File: src/rtl/videoctl_regbank.sv
// Video controller register bank: shadow registers committed atomically at vblank.
// Defining VIDEOCTL_READBACK_EN adds the registered CPU read-back path.
module videoctl_regbank #(
  parameter int PAL_BITS    = 4,
  parameter int SYNC_STAGES = 2
) (
  input  logic                reg_clk,
  input  logic                nreset,
  input  logic                reg_wr,
  input  logic [5:0]          reg_addr,
  input  logic [7:0]          reg_data,
  input  logic                reg_rd,
  output logic [7:0]          reg_rdata,
  input  logic                vsync_in,
  output logic [15:0]         base_addr,
  output logic [9:0]          vp_left,
  output logic [9:0]          vp_right,
  output logic [9:0]          vp_top,
  output logic [9:0]          vp_bottom,
  output logic [5:0]          mode,
  input  logic [PAL_BITS-1:0] pal_idx,
  output logic [11:0]         pal_rgb,
  output logic                irq
);

  localparam int PAL_N = 1 << PAL_BITS;

  typedef enum logic {
    IDLE,
    PENDING
  } state_t;

  state_t state_q;
  state_t state_d;
  logic   do_copy;

  logic [SYNC_STAGES-1:0] sync_q;
  logic [SYNC_STAGES-1:0] vld_q;
  logic                   vs_d;
  logic                   vs;
  logic                   vbl_edge;

  logic [15:0] base_sh;
  logic [9:0]  left_sh;
  logic [9:0]  right_sh;
  logic [9:0]  top_sh;
  logic [9:0]  bottom_sh;
  logic [5:0]  mode_sh;
  logic        irq_en;
  logic        vbl_pend;

  logic [PAL_BITS-1:0] pal_index;
  logic [3:0]          pal_hi;
  logic [11:0]         pal_sh  [PAL_N];
  logic [11:0]         pal_act [PAL_N];

  logic commit_wr;
  logic clear_wr;
  logic pal_wr;

  assign commit_wr = reg_wr && (reg_addr == 6'h0B) && reg_data[0];
  assign clear_wr  = reg_wr && (reg_addr == 6'h0C) && reg_data[0];
  assign pal_wr    = nreset && reg_wr && (reg_addr == 6'h0F);

  // vld_q tracks which sync stages hold post-reset samples, so a
  // vsync already low at reset release cannot look like a falling edge.
  always_ff @(posedge reg_clk) begin
    if (!nreset) begin
      sync_q <= '1;
      vld_q  <= '0;
      vs_d   <= 1'b0;
    end else begin
      sync_q <= {sync_q[SYNC_STAGES-2:0], vsync_in};
      vld_q  <= {vld_q[SYNC_STAGES-2:0], 1'b1};
      vs_d   <= vs & vld_q[SYNC_STAGES-1];
    end
  end

  assign vs       = sync_q[SYNC_STAGES-1];
  assign vbl_edge = vs_d & ~vs;

  always_ff @(posedge reg_clk) begin
    if (!nreset) begin
      state_q <= IDLE;
    end else begin
      state_q <= state_d;
    end
  end

  always_comb begin
    state_d = state_q;
    do_copy = 1'b0;
    case (state_q)
      IDLE: begin
        if (commit_wr) begin
          state_d = PENDING;
        end
      end
      PENDING: begin
        if (vbl_edge) begin
          state_d = IDLE;
          do_copy = nreset;
        end
      end
      default: state_d = IDLE;
    endcase
  end

  always_ff @(posedge reg_clk) begin
    if (!nreset) begin
      base_sh   <= '0;
      left_sh   <= '0;
      right_sh  <= '0;
      top_sh    <= '0;
      bottom_sh <= '0;
      mode_sh   <= '0;
      irq_en    <= 1'b0;
      pal_index <= '0;
      pal_hi    <= '0;
    end else if (reg_wr) begin
      case (reg_addr)
        6'h00: base_sh[15:8]  <= reg_data;
        6'h01: base_sh[7:0]   <= reg_data;
        6'h02: left_sh[9:8]   <= reg_data[1:0];
        6'h03: left_sh[7:0]   <= reg_data;
        6'h04: right_sh[9:8]  <= reg_data[1:0];
        6'h05: right_sh[7:0]  <= reg_data;
        6'h06: top_sh[9:8]    <= reg_data[1:0];
        6'h07: top_sh[7:0]    <= reg_data;
        6'h08: bottom_sh[9:8] <= reg_data[1:0];
        6'h09: bottom_sh[7:0] <= reg_data;
        6'h0A: mode_sh        <= reg_data[5:0];
        6'h0B: irq_en         <= reg_data[1];
        6'h0D: pal_index      <= reg_data[PAL_BITS-1:0];
        6'h0E: pal_hi         <= reg_data[3:0];
        6'h0F: pal_index      <= pal_index + 1'b1;
        default: ;
      endcase
    end
  end

  // A new vblank outranks a simultaneous W1C so no event is lost.
  always_ff @(posedge reg_clk) begin
    if (!nreset) begin
      vbl_pend <= 1'b0;
      irq      <= 1'b0;
    end else begin
      if (vbl_edge) begin
        vbl_pend <= 1'b1;
      end else if (clear_wr) begin
        vbl_pend <= 1'b0;
      end
      irq <= vbl_pend & irq_en;
    end
  end

  always_ff @(posedge reg_clk) begin
    if (pal_wr) begin
      pal_sh[pal_index] <= {pal_hi, reg_data};
    end
  end

  always_ff @(posedge reg_clk) begin
    if (do_copy) begin
      pal_act <= pal_sh;
    end
  end

  always_ff @(posedge reg_clk) begin
    if (!nreset) begin
      base_addr <= '0;
      vp_left   <= '0;
      vp_right  <= '0;
      vp_top    <= '0;
      vp_bottom <= '0;
      mode      <= '0;
    end else if (do_copy) begin
      base_addr <= base_sh;
      vp_left   <= left_sh;
      vp_right  <= right_sh;
      vp_top    <= top_sh;
      vp_bottom <= bottom_sh;
      mode      <= mode_sh;
    end
  end

  always_ff @(posedge reg_clk) begin
    if (!nreset) begin
      pal_rgb <= '0;
    end else begin
      pal_rgb <= pal_act[pal_idx];
    end
  end

`ifdef VIDEOCTL_READBACK_EN
  logic [7:0]  rd_val;
  logic [11:0] pal_cur;

  assign pal_cur = pal_sh[pal_index];

  always_comb begin
    rd_val = '0;
    case (reg_addr)
      6'h00: rd_val = base_sh[15:8];
      6'h01: rd_val = base_sh[7:0];
      6'h02: rd_val = {6'd0, left_sh[9:8]};
      6'h03: rd_val = left_sh[7:0];
      6'h04: rd_val = {6'd0, right_sh[9:8]};
      6'h05: rd_val = right_sh[7:0];
      6'h06: rd_val = {6'd0, top_sh[9:8]};
      6'h07: rd_val = top_sh[7:0];
      6'h08: rd_val = {6'd0, bottom_sh[9:8]};
      6'h09: rd_val = bottom_sh[7:0];
      6'h0A: rd_val = {2'd0, mode_sh};
      6'h0B: rd_val = {6'd0, irq_en, 1'b0};
      6'h0C: rd_val = {6'd0, state_q == PENDING, vbl_pend};
      6'h0D: rd_val[PAL_BITS-1:0] = pal_index;
      6'h0E: rd_val = {pal_hi, pal_cur[11:8]};
      6'h0F: rd_val = pal_cur[7:0];
      default: rd_val = '0;
    endcase
  end

  always_ff @(posedge reg_clk) begin
    if (!nreset) begin
      reg_rdata <= '0;
    end else if (reg_rd) begin
      reg_rdata <= rd_val;
    end
  end
`else
  logic unused_rd;

  assign unused_rd = reg_rd;
  assign reg_rdata = '0;
`endif

endmodule

File: config.mk
export PLATFORM = sky130hd
export DESIGN_NAME = videoctl_regbank
export DESIGN_NICKNAME = d
export VERILOG_FILES = /design/src/rtl/videoctl_regbank.sv
export SDC_FILE = /design/constraint.sdc
export NUM_CORES = 1
export LEC_CHECK = 0
export BUFFER_PORTS_ARGS = -buffer_cell sky130_fd_sc_hd__buf_2
export CAP_MARGIN = 10
export CORE_AREA = 2 2 173 175
export CTS_BUF_LIST = sky130_fd_sc_hd__clkbuf_8 sky130_fd_sc_hd__clkbuf_16
export DETAILED_ROUTE_END_ITERATION = 12
export DIE_AREA = 0 0 175 177
export PLACE_DENSITY = 0.82
export SETUP_SLACK_MARGIN = 0.5
export SYNTH_ARGS = -nofsm -noshare
export SYNTH_HDL_FRONTEND = slang
export SYNTH_SLANG_ARGS = --single-unit
export TNS_END_PERCENT = 1
File: constraint.sdc
create_clock -name reg_clk -period 19.1 [get_ports reg_clk]
set_input_delay 2.865 -clock reg_clk [delete_from_list [all_inputs] [get_ports reg_clk]]
set_output_delay 2.865 -clock reg_clk [all_outputs]
set_load 0.02 [all_outputs]
==> results of run 1 <==
[how the worst min path moves through the flow]
stage | cells after the start | slack (ps) | to
after global placement | 1 | 390 | sync_q[1]
after CTS | 0 | 410 | pal_act[70]
after global routing | 0 | 420 | pal_act[43]
final | 0 | 410 | pal_act[115]
after floorplan | 1 | 390 | sync_q[1]
after detailed placement | 0 | 400 | pal_act[0]
[stage by stage]
step | power (mW) | utilization, %
finish | 2.20 | 71.3
global route | 2.26 | 71.2
CTS | 2.21 | 71.2
detailed placement | 1.32 | 66.1
global placement | 1.32 | 66.1
floorplan | 1.30 | -
[routing by layer]
layer / vias to the layer above / share of wire (%) / track usage [%]
met4: 0 / 3.2 / 9.38
li1: 4272 / - / -
met2: 405 / 49 / 40.7
met5: - / 0 / 0
met1: 4763 / 40 / 31.4
met3: 80 / 7.4 / 5.46
[synth_stat cells, types with 2 or more instances]
library cell,number,area share [%]
inv_1,2,0.041
a21oi_1,5,0.14
o21ai_0,10,0.27
and3_1,4,0.14
nor2_1,41,0.83
nand3_1,15,0.41
nand2b_1,10,0.34
a22oi_1,34,1.4
o21a_1,3,0.12
o211ai_1,6,0.24
mux4_2,11,1.3
o22ai_1,2,0.068
nor3_1,5,0.14
a22o_1,62,2.9
buf_4,15,0.61
buf_2,7,0.19
and2_1,2,0.068
dfxtp_1,153,17
nor2b_1,10,0.34
nand2_1,82,1.7
buf_1,3,0.061
edfxtp_1,384,63
mux2i_1,144,7.8
clkbuf_1,34,0.69
ha_1,4,0.27
[area by class of cell]
class / count / area [µm²] / share of cell area, %
Multi-Input combinational cell: 472 / 3620 / 17.4
Clock buffer: 53 / 1300 / 6.26
Timing Repair Buffer: 116 / 633 / 3.04
Antenna cell: 1 / 2.50 / 0.0120
Sequential cell: 537 / 14600 / 70.0
Clock inverter: 39 / 188 / 0.901
Tap cell: 390 / 488 / 2.34
Inverter: 3 / 11.3 / 0.0540
[flip-flops by register name, indices dropped and copies added, names as in the netlist, 2 cells and up]
name	cells
pal_act	192
pal_sh	192
base_addr	16
base_sh	16
pal_rgb	12
bottom_sh	10
left_sh	10
right_sh	10
top_sh	10
vp_bottom	10
vp_left	10
vp_right	10
vp_top	10
mode	6
mode_sh	6
pal_hi	4
pal_index	4
sync_q	2
vld_q	2
[worst reg2reg max path: stages, from the launching register on]
cell and delay [ps]:
dfxtp_1 310, nor2b_1 340, and3_4 910, buf_4 1090
buf_4 1000
[power groups by stage]
| stage | clock network, mW | registers (mW) | logic [mW] |
|---|---|---|---|
| after CTS | 0.912 | 1.24 | 0.0557 |
| after global routing | 0.957 | 1.24 | 0.0589 |
| final | 0.903 | 1.24 | 0.0556 |
| after detailed placement | 0 | 1.27 | 0.0553 |
| after global placement | 0 | 1.27 | 0.0534 |
| after floorplan | 0 | 1.27 | 0.0314 |
[kinds of logic after synthesis]
| logic type | Yosys count | share of synthesized area [%] |
|---|---|---|
| DFF | 537 | 79.2 |
| adders and majority gates | 4 | 0.271 |
| AOI/OAI and AO/OA | 125 | 5.30 |
| and+or+nand+nor | 180 | 4.47 |
| muxes | 155 | 9.16 |
| other | 1 | 0.0203 |
| buffers and inverters | 62 | 1.62 |
==> impl_metrics.py, run 1 <==
metrics = {
    "synthesis": {
        "synth_cell_types": 41,
        "synth_ff_type": "edfxtp_1",
        "synthesis.instances": 1064,
        "synth-seq-area-share_pct": 79.2,
        "synth_area_um2": 18400,
        "synth_area_per_cell_um2": 17.3,
        "synth_edf_count": 384,
        "synth_seq_cells": 537,
        "ys.warnings.count": 0,
        "ys_async_sr_fraction_pct": 0,
    },
    "timing": {
        "drv_slew": 0,
        "fin_crit_ps": 5750,
        "layout_setup_ws_ps": 13350,
        "whs_ps": 414,
        "fmax_mhz": 174,
        "finalHoldViolCount": 0,
        "grt_setup_unrepaired": "false",
        "worstMarginPinSlew_ps": 1160,
        "setup_viol": 0,
        "finalSetupTns_ps": 0,
        "period_share_pct": 30.1,
        "finalClockSkew_ps": 14.6,
        "relSlewSlack_pct": 22.9,
    },
    "cts": {
        "clk_pin_slew_ps": 60,
        "cts_buffer_depth": 3,
        "postCtsHoldBufs": 0,
        "cts.sinks": 537,
        "cts_buffers": 50,
        "cts_resized": 0,
        "tritoncts": "yes",
        "post-cts-setup-buffers": 0,
        "htree_num_levels": 2,
        "cts_root_buf": "clkbuf_16",
        "clock_latency_ps": 570,
    },
    "power": {
        "p_sw_uw": 452,
        "vdd_drop_max_v": 0.0000833,
        "power_frac_comb_pct": 2.5,
        "switching_share_pct": 20.5,
        "power.density_nw_per_um2": 106,
        "p_clk_share_pct": 41.0,
        "p_int_mw": 1.75,
        "cellLeakagePower_nw": 7.75,
        "seq_power_share_pct": 56.4,
    },
    "critical_path": {
        "cp_cell_sequence": "buf_2 > and3_4 > buf_4 > buf_4",
        "crit_start": "nreset",
        "critical_path.endpoint": "pal_act[46]",
        "ff2ff_path_depth": 4,
        "crit_fanout": 89,
        "slowest_stage": "buf_4",
        "startpoint_type": "input pin",
        "endpoint_kind": "register",
        "worstSetupPathType": "input pin to register",
        "cp.required_ps": 19280,
        "rrSetupSlack_ps": 15040,
        "r2r-start": "vs_d",
        "critPathTopFamily": "buffers and inverters",
        "crit_arrival_ps": 5930,
        "cpMostUsedCell": "buf_4",
        "timing.rr.end": "pal_act[46]",
        "crit_buf_inv": 3,
        "cp.depth": 4,
        "slowest_delay_ps": 990,
    },
    "global_routing": {
        "grt_max_degree": 90,
        "grt_pass1_wl_mm": 56.0,
        "grt_use_total_pct": 24.3,
        "grt_overflow": 0,
        "first_global_vias": 9726,
        "antenna_found_initial": 1,
    },
    "layout": {
        "final_layout_size_suffix_gt1_share_pct": 17.3,
        "fin_area_um2": 20800,
        "final_common_cell": "edfxtp_1",
        "finalNonFillerCells": 1611,
        "final_cell_mix": "edfxtp_1 (384), dfxtp_1 (153), mux2i_1 (144)",
        "nNetsFinal": 1207,
        "fill_cells": 1773,
        "area_delta_synth_final_pct": 13.0,
    },
    "die": {
        "die_w_um": 175,
        "start_util_pct": 63.0,
        "rows": 63,
        "die_h_um": 177,
        "ios": 106,
        "core_area_um2": 29200,
        "fp.dieArea_um2": 31000,
    },
    "run_status": {
        "outcome": "complete, no violations",
    },
    "detailed_routing": {
        "initialDrtViolationCount": 873,
        "via_per_inst": 5.91,
        "vias": 9520,
        "wl_mm": 37.0,
        "dr.pass1.iters": 5,
        "drc": 0,
        "wire_per_inst_um": 23.0,
        "ant_nets": 0,
    },
    "place": {
        "place_area_um2": 19300,
        "dp_cells": 1518,
        "port_buffers": 96,
        "place_congestion": 0.803,
        "place_ws_ps": 12810,
        "hpwl_mm": 21.0,
    },
    "hold_path": {
        "hold_class": "register to register",
        "hold_start": "pal_sh[115]",
    },
    "run": {
        "max-cap-violations": 0,
    },
}
Note: power is estimated with default switching activity, not from simulation.
==> run 2, diff against run 1 <==
- CORE_AREA: 2 2 173 175 -> 2 2 179 181
- DIE_AREA: 0 0 175 177 -> 0 0 181 183
- PLACE_DENSITY: 0.82 -> 0.78
- clock period: 19.1 -> 5.7 ns (I/O delays scaled with it)
==> impl_metrics.py, run 2 (same netlist as run 1, synthesis figures left out) <==
metrics = {
    "run_status": {
        "outcome": "complete, no violations",
    },
    "critical_path": {
        "ff2ff_path_depth": 3,
        "rrSetupSlack_ps": 3430,
        "slowest_stage": "nor3_2",
        "timing.rr.end": "pal_act[112]",
        "cp_cell_sequence": "buf_2 > or3b_1 > nor4_1 > nand2_1 > nor3_2",
        "crit_fanout": 12,
        "slowest_delay_ps": 950,
        "startpoint_type": "input pin",
        "crit_arrival_ps": 3200,
        "worstSetupPathType": "input pin to register",
        "endpoint_kind": "register",
        "cp.required_ps": 5850,
        "r2r-start": "vs_d",
    },
    "layout": {
        "fill_cells": 2021,
        "fin_area_um2": 21100,
        "diodes": 0,
        "final_layout_size_suffix_gt1_share_pct": 18.2,
        "multiInputGateArea_um2": 3610,
        "top_regs": "pal_act: 192 flops, pal_sh: 192 flops",
        "seq_area_um2": 14600,
        "final_common_cell": "edfxtp_1",
        "nNetsFinal": 1209,
        "post-route-util_pct": 67.6,
        "final_cell_mix": "edfxtp_1 (384), dfxtp_1 (153), mux2i_1 (144)",
        "area_delta_synth_final_pct": 14.5,
    },
    "place": {
        "place_area_um2": 19400,
        "hpwl_mm": 20.8,
        "place_congestion": 0.784,
        "port_buffers": 96,
    },
    "timing": {
        "finalSetupTns_ps": 0,
        "fmax_mhz": 328,
        "finalClockSkew_ps": 17.4,
        "drv_slew": 0,
        "fin_crit_ps": 3050,
        "finalHoldViolCount": 0,
        "relSlewSlack_pct": 19.0,
        "setup_viol": 0,
        "grt_setup_unrepaired": "false",
        "period_share_pct": 53.5,
        "worstMarginPinSlew_ps": 1210,
    },
    "cts": {
        "htree_num_levels": 2,
        "clk_pin_slew_ps": 60,
        "cts_root_buf": "clkbuf_16",
        "cts.sinks": 537,
        "post-cts-setup-buffers": 0,
        "tritoncts": "yes",
        "cts_buffers": 50,
        "cts_resized": 0,
        "postCtsHoldBufs": 0,
        "clock_latency_ps": 550,
        "cts_buffer_depth": 3,
    },
    "global_routing": {
        "antenna_found_initial": 0,
        "first_global_vias": 9492,
        "grt_pass1_wl_mm": 54.9,
        "grt_use_total_pct": 22.0,
        "grt_max_degree": 213,
        "grt_overflow": 0,
    },
    "power": {
        "vdd_drop_max_v": 0.000251,
        "cellLeakagePower_nw": 7.86,
        "total_power_mw": 7.74,
        "power.density_nw_per_um2": 367,
    },
    "die": {
        "core_area_um2": 31200,
        "die_w_um": 181,
        "ios": 106,
        "fp.dieArea_um2": 33100,
        "start_util_pct": 59.0,
        "die_h_um": 183,
        "rows": 65,
    },
    "run": {
        "max-cap-violations": 0,
    },
    "detailed_routing": {
        "wire_per_inst_um": 22.3,
        "vias": 9339,
        "wl_mm": 36.3,
        "initialDrtViolationCount": 856,
        "via_per_inst": 5.75,
        "dr.pass1.iters": 5,
        "drc": 0,
        "ant_nets": 0,
    },
    "hold_path": {
        "hold_start": "sync_q[0]",
        "whs_endpoint": "sync_q[1]",
        "hold_class": "register to register",
        "min_path_cells": 1,
    },
}
[run 2: power by group]
part	switching, mW	internal (mW)
registers	0.00424	4.15
logic	0.136	0.0521
clock network	1.37	2.03
total	1.51	6.24
[run 2: worst max-delay path: cells and delay by family]
family	cells	cell delay [ps]
buffers and inverters	1	110
AND/OR/NAND/NOR	4	2240
[run 2: per-stage QoR]
step	cells	hold slack, ps	worst slack (ps)
finish	1625	403	2650
global route	1625	413	2490
CTS	1623	405	2600
detailed placement	1530	391	2040
global placement	1530	391	2080
floorplan	1071	386	1130
[run 2: per-layer routing]
metal	global-route usage, %	vias to the layer above	routed length [µm]
met5	0	-	0
met4	7.28	0	974
met1	28.9	4655	14700
li1	-	4267	-
met2	36.9	348	17900
met3	5.08	69	2770
[run 2: worst max-delay path by stage]
stage	start	endpoint	slack [ps]	depth (start not counted)
2_1_floorplan	nreset	pal_act[0]	1130	4
4_1_cts	reg_addr[5]	pal_sh[149]	2600	5
5_1_grt	reg_addr[5]	pal_sh[160]	2490	5
3_5_place_dp	reg_addr[5]	pal_sh[153]	2040	5
6_report	reg_addr[5]	pal_sh[160]	2650	5
3_3_place_gp	reg_addr[5]	pal_sh[153]	2080	5
[run 2: area by class of cell]
cell class                      instances  share of cell area [%]
Inverter                                3                  0.0533
Sequential cell                       537                    69.1
Multi-Input combinational cell        472                    17.1
Timing Repair Buffer                  118                    3.15
Clock buffer                           60                    6.69
Tap cell                              402                    2.38
Clock inverter                         33                    1.48
==> run 3, diff against run 2 <==
- CORE_AREA: 2 2 179 181 -> 2 2 188 190
- DIE_AREA: 0 0 181 183 -> 0 0 190 192
- PLACE_DENSITY: 0.78 -> 0.74
- clock period: 5.7 -> 2.8 ns (I/O delays scaled with it)
==> impl_metrics.py, run 3 (same netlist as run 1, synthesis figures left out) <==
metrics = {
    "timing": {
        "finalSetupTns_ps": 0,
        "relSlewSlack_pct": 33.2,
        "finalHoldViolCount": 0,
        "fmax_mhz": 516,
        "finalClockSkew_ps": 24.0,
        "period_share_pct": 69.2,
        "setup_viol": 0,
        "layout_setup_ws_ps": 863,
        "fin_crit_ps": 1940,
        "drv_slew": 0,
        "grt_setup_unrepaired": "false",
        "worstMarginPinSlew_ps": 998,
    },
    "die": {
        "fp.dieArea_um2": 36500,
        "start_util_pct": 53.8,
        "die_h_um": 192,
        "rows": 68,
        "ios": 106,
        "die_w_um": 190,
        "core_area_um2": 34300,
    },
    "detailed_routing": {
        "ant_nets": 0,
        "initialDrtViolationCount": 780,
        "drc": 0,
        "dr.pass1.iters": 4,
        "via_per_inst": 5.48,
        "vias": 9369,
        "wl_mm": 36.1,
        "wire_per_inst_um": 21.1,
    },
    "critical_path": {
        "startpoint_type": "input pin",
        "crit_fanout": 12,
        "endpoint_kind": "register",
        "crit_arrival_ps": 2160,
        "cp.required_ps": 3020,
        "worstSetupPathType": "input pin to register",
    },
    "power": {
        "vdd_drop_max_v": 0.000586,
        "cellLeakagePower_nw": 7.97,
        "power.density_nw_per_um2": 739,
    },
    "place": {
        "place_congestion": 0.804,
        "port_buffers": 96,
        "hpwl_mm": 22.6,
        "place_ws_ps": 327,
    },
    "global_routing": {
        "grt_use_total_pct": 20.0,
        "grt_max_degree": 77,
        "antenna_found_initial": 1,
        "grt_pass1_wl_mm": 54.6,
        "grt_overflow": 0,
        "first_global_vias": 9564,
    },
    "layout": {
        "final_layout_size_suffix_gt1_share_pct": 20.8,
        "area_delta_synth_final_pct": 16.6,
        "nNetsFinal": 1237,
        "final_cell_mix": "edfxtp_1 (384), dfxtp_1 (153), mux2i_1 (144)",
        "final_common_cell": "edfxtp_1",
        "top_regs": "pal_act: 192 flops, pal_sh: 192 flops",
    },
    "cts": {
        "cts_resized": 0,
        "cts.sinks": 537,
        "clk_pin_slew_ps": 60,
        "tritoncts": "yes",
        "post-cts-setup-buffers": 0,
        "cts_buffers": 51,
        "htree_num_levels": 2,
        "clock_latency_ps": 560,
        "postCtsHoldBufs": 0,
        "cts_root_buf": "clkbuf_16",
        "cts_buffer_depth": 3,
    },
    "run_status": {
        "outcome": "complete, no violations",
    },
    "hold_path": {
        "hold_class": "input pin to register",
    },
    "run": {
        "max-cap-violations": 0,
    },
}
==> run 3: routing by layer <==
metal	GRT usage [%]	vias to the layer above	wire (µm)
met4	7.19	0	1220
met2	33.1	325	17300
met3	4.64	83	2660
met1	25.9	4634	14900
li1	-	4327	-
met5	0	-	0
==> run 3: critical path, cell delays in order <==
cell and delay [ps]:
buf_2 110, or3b_1 490, nor4_1 300, buf_4 180, nand2_1 220, nor3_4 180, buf_4 260
==> run 3: per-stage QoR <==
step | hold slack, ps | cells | area (µm²) | total power, mW | util [%]
floorplan | 386 | 1071 | 18600 | 8.87 | -
global placement | 390 | 1612 | 19700 | 9.04 | 57.6
detailed placement | 396 | 1612 | 19700 | 9.04 | 57.6
CTS | 62.8 | 1708 | 21500 | 16.0 | 62.7
global route | 66.4 | 1708 | 21500 | 16.3 | 62.7
finish | 72.6 | 1709 | 21500 | 15.9 | 62.7
==> run 3: cell type report <==
type | instances | area [µm²]
sequential | 537 | 14600
inverter | 3 | 11.3
multi-input combinational | 472 | 3660
clock inverter | 40 | 388
timing repair buffer | 145 | 901
fill | 2375 | 12800
antenna | 1 | 2.50
tap | 455 | 569
clock buffer | 56 | 1370
==> run 3: path summary, 6_finish.rpt <==
check,start,end,slack [ps],depth (start not counted)
worst max-delay path,reg_addr[5],pal_sh[148],860,7
worst min-delay path,vsync_in,sync_q[0],70,2
worst min register to register,pal_sh[148],pal_act[148],390,0
worst max register to register,vs_d,pal_act[93],980,3
==> run 3: where the power goes <==
group,switching (mW),internal (mW)
sequential,0.0122,8.46
clock,2.84,4.16
combinational,0.281,0.122
